## src/rtl/data_to_axi_packer.sv

```systemverilog
// rtl/data_to_axi_packer.sv - packs one element per beat into NUM_ELEMENTS-slot AXI-Stream beats
// Partial beats flush on in_last_i; unused or keep-low slots carry tkeep = 0.
module data_to_axi_packer #(
  parameter int DATA_WIDTH   = 32,
  parameter int AXI_WIDTH    = 512,
  parameter int NUM_ELEMENTS = AXI_WIDTH / DATA_WIDTH,
  localparam int ELEM_BYTES  = DATA_WIDTH / 8,
  localparam int KEEP_W      = AXI_WIDTH / 8,
  localparam int CNT_W       = (NUM_ELEMENTS > 1) ? $clog2(NUM_ELEMENTS) : 1
) (
  input  logic                  clk,
  input  logic                  rst,
  input  logic [DATA_WIDTH-1:0] in_data_i,
  input  logic                  in_keep_i,
  input  logic                  in_last_i,
  input  logic                  in_valid_i,
  output logic                  in_ready_o,
  output logic [AXI_WIDTH-1:0]  out_tdata_o,
  output logic [KEEP_W-1:0]     out_tkeep_o,
  output logic                  out_tlast_o,
  output logic                  out_tvalid_o,
  input  logic                  out_tready_i
);

  if (NUM_ELEMENTS < 2) begin : g_bad_num_elements
    $error("data_to_axi_packer: NUM_ELEMENTS must be >= 2");
  end
  if ((DATA_WIDTH % 8) != 0) begin : g_bad_data_width
    $error("data_to_axi_packer: DATA_WIDTH must be a multiple of 8");
  end
  if ((AXI_WIDTH % DATA_WIDTH) != 0) begin : g_bad_axi_width
    $error("data_to_axi_packer: AXI_WIDTH must be a multiple of DATA_WIDTH");
  end

  logic [CNT_W-1:0]        cnt_q, cnt_d;
  logic [AXI_WIDTH-1:0]    acc_data_q, acc_data_d;
  logic [NUM_ELEMENTS-1:0] acc_keep_q, acc_keep_d;
  logic                    out_valid_q, out_valid_d;
  logic [AXI_WIDTH-1:0]    out_data_q, out_data_d;
  logic [KEEP_W-1:0]       out_keep_q, out_keep_d;
  logic                    out_last_q, out_last_d;

  logic                    accept;
  logic                    closing;
  logic [AXI_WIDTH-1:0]    merged_data;
  logic [NUM_ELEMENTS-1:0] merged_keep;
  logic [KEEP_W-1:0]       merged_tkeep;

  assign in_ready_o = !out_valid_q || out_tready_i;

  always_comb begin
    accept       = in_valid_i && in_ready_o;
    closing      = (cnt_q == CNT_W'(NUM_ELEMENTS - 1)) || in_last_i;
    merged_data  = '0;
    merged_keep  = '0;
    merged_tkeep = '0;
    // Slots above cnt are forced to zero so a flushed partial beat never leaks stale data.
    for (int i = 0; i < NUM_ELEMENTS; i++) begin
      if (i < int'(cnt_q)) begin
        merged_data[i*DATA_WIDTH +: DATA_WIDTH] = acc_data_q[i*DATA_WIDTH +: DATA_WIDTH];
        merged_keep[i]                          = acc_keep_q[i];
      end else if (i == int'(cnt_q)) begin
        merged_data[i*DATA_WIDTH +: DATA_WIDTH] = in_data_i;
        merged_keep[i]                          = in_keep_i;
      end
      merged_tkeep[i*ELEM_BYTES +: ELEM_BYTES] = {ELEM_BYTES{merged_keep[i]}};
    end

    cnt_d       = cnt_q;
    acc_data_d  = acc_data_q;
    acc_keep_d  = acc_keep_q;
    out_valid_d = out_valid_q;
    out_data_d  = out_data_q;
    out_keep_d  = out_keep_q;
    out_last_d  = out_last_q;

    if (out_tready_i) begin
      out_valid_d = 1'b0;
    end

    if (accept) begin
      if (closing) begin
        cnt_d       = '0;
        acc_data_d  = '0;
        acc_keep_d  = '0;
        out_valid_d = 1'b1;
        out_data_d  = merged_data;
        out_keep_d  = merged_tkeep;
        out_last_d  = in_last_i;
      end else begin
        cnt_d      = cnt_q + CNT_W'(1);
        acc_data_d = merged_data;
        acc_keep_d = merged_keep;
      end
    end
  end

  always_ff @(posedge clk or posedge rst) begin
    if (rst) begin
      cnt_q       <= '0;
      acc_data_q  <= '0;
      acc_keep_q  <= '0;
      out_valid_q <= 1'b0;
      out_data_q  <= '0;
      out_keep_q  <= '0;
      out_last_q  <= 1'b0;
    end else begin
      cnt_q       <= cnt_d;
      acc_data_q  <= acc_data_d;
      acc_keep_q  <= acc_keep_d;
      out_valid_q <= out_valid_d;
      out_data_q  <= out_data_d;
      out_keep_q  <= out_keep_d;
      out_last_q  <= out_last_d;
    end
  end

  assign out_tdata_o  = out_data_q;
  assign out_tkeep_o  = out_keep_q;
  assign out_tlast_o  = out_last_q;
  assign out_tvalid_o = out_valid_q;

endmodule

```

## config.mk

```make
export PLATFORM = sky130hd
export DESIGN_NAME = data_to_axi_packer
export DESIGN_NICKNAME = d
export VERILOG_FILES = /design/src/rtl/data_to_axi_packer.sv
export SDC_FILE = /design/constraint.sdc
export NUM_CORES = 2
export LEC_CHECK = 0
export ABC_AREA = 1
export CAP_MARGIN = 40
export CELL_PAD_IN_SITES_DETAIL_PLACEMENT = 0
export CELL_PAD_IN_SITES_GLOBAL_PLACEMENT = 1
export CORE_ASPECT_RATIO = 1.2
export CORE_MARGIN = 3
export CORE_UTILIZATION = 37
export DETAILED_ROUTE_END_ITERATION = 12
export PLACE_DENSITY = 0.82
export SETUP_SLACK_MARGIN = 0.02
export SLEW_MARGIN = 20
export SYNTH_ARGS = -nofsm -noshare
export SYNTH_HDL_FRONTEND = slang
export SYNTH_SLANG_ARGS = --single-unit
```

## constraint.sdc

```tcl
create_clock -name clk -period 75.2 [get_ports clk]
set_clock_uncertainty 0.05 [all_clocks]
set_input_delay 7.52 -clock clk [delete_from_list [all_inputs] [get_ports clk]]
set_output_delay 7.52 -clock clk [all_outputs]
set_load 0.02 [all_outputs]
```

==> key figures <==
Synthesis
  – Largest area contributor in the netlist: dfrtp_1
  – Commonest cells post-synth: nand2_1, dfrtp_1, nand3_1, buf_2, clkbuf_1
  – Mapped Area: 46200 µm²
  – Post-synth cell types: 23
  – EDFF count, synth: 0
  – Yosys top cell area share: a little under three fifths
  – Post-Synthesis Cells: between 6000 and 7000
  – Share of flip-flops with an asynchronous set or reset: 100%
  – Post-Syn Nets: 6155
  – Post-synthesis register bit count: around 1000
  – Dominant cells by area after synthesis: dfrtp_1, nand2_1, nand3_1
  – Most frequent cell after synthesis: nand2_1
  – Mean area per synthesized cell: ~7.6 µm²
  – Top FF cell, synth: dfrtp_1
  – Seq/Total Area, Yosys: roughly 56%
  – Syn. warnings: 0

Worst setup path
  – Crit path max fanout: 4
  – Kind of critical path: in -> out
  – FF-to-FF path depth: 12
  – Reg2reg end: out_tdata_o[392]$_DFFE_PP0P_
  – Crit end category: primary output
  – CP Launch Type: input port
  – Worst reg2reg setup slack: roughly 70000 ps
  – WP data required: around 68000 ps
  – CP arrival: slightly below 9000 ps
  – RR Startpoint: cnt_q[1]$_DFFE_PP0P_

GRT
  – Initial antenna violation count: 4
  – Overall Global Routing Usage: 26.4%
  – Overflow after GRT: 0
  – Vias in the first global route: 39100
  – Largest net degree at the start of global routing: approximately 220
  – First-pass GRT wire length: 258 mm

Clock tree
  – Setup Buffers After CTS: 0
  – Resize count post-CTS: 0
  – CTS tree: built
  – Worst-path clk slew: about 60 ps
  – Clock Latency Late Sink: about 750 ps
  – CTS Sinks: around 1000
  – Num CTS Buffers: approximately 110
  – Clock root cell: clkbuf_16
  – CTS Buffer Depth: 3
  – H-tree depth: 3
  – Hold_buf cts: 0

Floorplanning
  – Die Footprint: 129000 µm²
  – Io pins: ~600
  – Core ar.: ~120000 µm²
  – Starting Density: a little under two fifths
  – Die width: 329 µm
  – Die height: slightly below 400 µm
  – # rows: between 100 and 150

Job
  – Max Cap Violations: 0

STA
  – Period utilization: a little over a fifth
  – Final setup vio count: 0
  – F_max: roughly 60 MHz
  – Final Max Slew Viols: 0
  – RSZ-0062 raised after global routing: false
  – Fin Setup TNS: 0 ps
  – Max-slew headroom: 16.5%
  – Final min period: 16410 ps
  – Worst-Margin Slew: ~1300 ps
  – Final hold vios: 0
  – Hold_ws: roughly 430 ps

Placed design
  – I/O Buffers: just over 600
  – DP Wirelength: ~110 mm
  – Routability cong.: 0.821

Detailed routing
  – Post-route ant nets: 0
  – WL met2: between 70 and 80 mm
  – TritonRoute pass-1 iters: 6
  – Routed WL per cell: between 20 and 25 µm
  – Met3 routed WL: between 10 and 15 mm
  – DR top layer: met5
  – Vias: approximately 42000
  – Vias/cell: between 5 and 6
  – Initial DRC count: between 4000 and 5000
  – Metal-1 WL: 73.6 mm
  – DRC: 0
  – Routed wire length: between 150 and 200 mm

Layout
  – P&R area growth vs syn: 23.9%
  – Nets@finish: about 6500
  – Number of fillers in the final layout: between 10000 and 15000
  – Share of layout cells above drive strength 1: about 5.2%
  – Core Util, Final: 46.3%

Min path
  – Hold endpoint: acc_data_q[370]$_DFFE_PP0P_
  – Worst hold start: acc_data_q[370]$_DFFE_PP0P_
  – Hold Path Class: reg -> reg
  – Hold path cells: 2

Power
  – Leakage: approximately 32 nW
  – Cell Pwr Density: approximately 25 nW/µm²
  – Worst vdd ir: 18.6 µV

Status
  – Status: completed
[placed cells by master, fill, tap and decap left out, types with 2 or more instances in the layout]
cell	count
ha_1	2
o21ai_0	64
nand3_2	3
clkinvlp_4	2
inv_2	2
clkinv_2	18
buf_4	66
buf_2	32
dfrtp_1	1027
diode_2	2
clkinv_4	2
nand2_1	4115
nand3_1	234
clkbuf_8	21
clkdlybuf4s50_1	584
o21ai_1	4
inv_16	4
nand4_1	99
inv_6	5
nor2_1	36
clkinv_1	2
ha_2	2
clkbuf_1	32
nor2_4	7
nor2_2	8
nand2_4	2
buf_16	30
buf_12	20
clkbuf_16	108
inv_1	49
bufinv_16	5
[worst max-delay path, stage by stage]
cell and delay [ps]:
clkdlybuf4s50_1 460, inv_1 50, nand2_1 160, clkdlybuf4s50_1 650
[final cells by class]
| class | count | area (µm²) | area share [%] |
|---|---|---|---|
| sequential | 1029 | 25800 | 45.0 |
| clock inverter | 36 | 393 | 0.686 |
| inverter | 55 | 230 | 0.402 |
| antenna | 2 | 5.00 | 0.00874 |
| tap | 1644 | 2060 | 3.59 |
| clock buffer | 161 | 3110 | 5.43 |
| multi-input combinational | 4579 | 18000 | 31.4 |
| timing repair buffer | 733 | 7740 | 13.5 |
[worst max-delay path by stage]
stage | start | end | slack [ps]
2_1_floorplan | rst | acc_data_q[0]$_DFFE_PP0P_ | 38670
3_3_place_gp | out_tready_i | in_ready_o | 58820
3_5_place_dp | out_tready_i | in_ready_o | 58800
4_1_cts | out_tready_i | in_ready_o | 58790
5_1_grt | out_tready_i | in_ready_o | 58750
6_report | out_tready_i | in_ready_o | 58790
[report_power, final]
part	total [W]	switching (W)	leakage [nW]	internal [W]
registers	0.000616	0.0000289	14.3	0.000587
logic	0.000275	0.000190	15.6	0.0000851
clock network	0.000541	0.000237	1.73	0.000304
total	0.00143	0.000456	31.6	0.000977
[layer usage]
metal	vias to the layer above	global-route usage, %
met1	20400	36.1
met5	-	0
met2	1687	41.4
met3	303	4.32
li1	19400	-
met4	2	11.8
[cell families after synthesis]
| kind of cell | Yosys count | synth area share, % |
|---|---|---|
| adders and majority gates | 4 | 0.108 |
| and+or+nand+nor | 4506 | 37.8 |
| buffers and inverters | 505 | 5.62 |
| DFF | 1029 | 55.7 |
| AOI/OAI and AO/OA | 69 | 0.747 |
[stage by stage]
stage / area, µm² / cells / total power, W / setup WS, ps
3_5_place_dp: 53600 / 8035 / 0.000897 / 58800
5_1_grt: 57300 / 8238 / 0.00149 / 58750
3_3_place_gp: 52600 / 7994 / 0.000885 / 58820
6_report: 57300 / 8239 / 0.00143 / 58790
2_1_floorplan: 46200 / 6113 / 0.000769 / 38670
4_1_cts: 57100 / 8232 / 0.00144 / 58790
[flip-flops by register name, indices dropped and copies added, names as in the netlist]
register	cells
out_tkeep_o	16
cnt_q	4
out_tlast_o	1
out_tvalid_o	1
acc_data_q	480
acc_keep_q	15
out_tdata_o	512
Power figures use the tool's default switching activity.
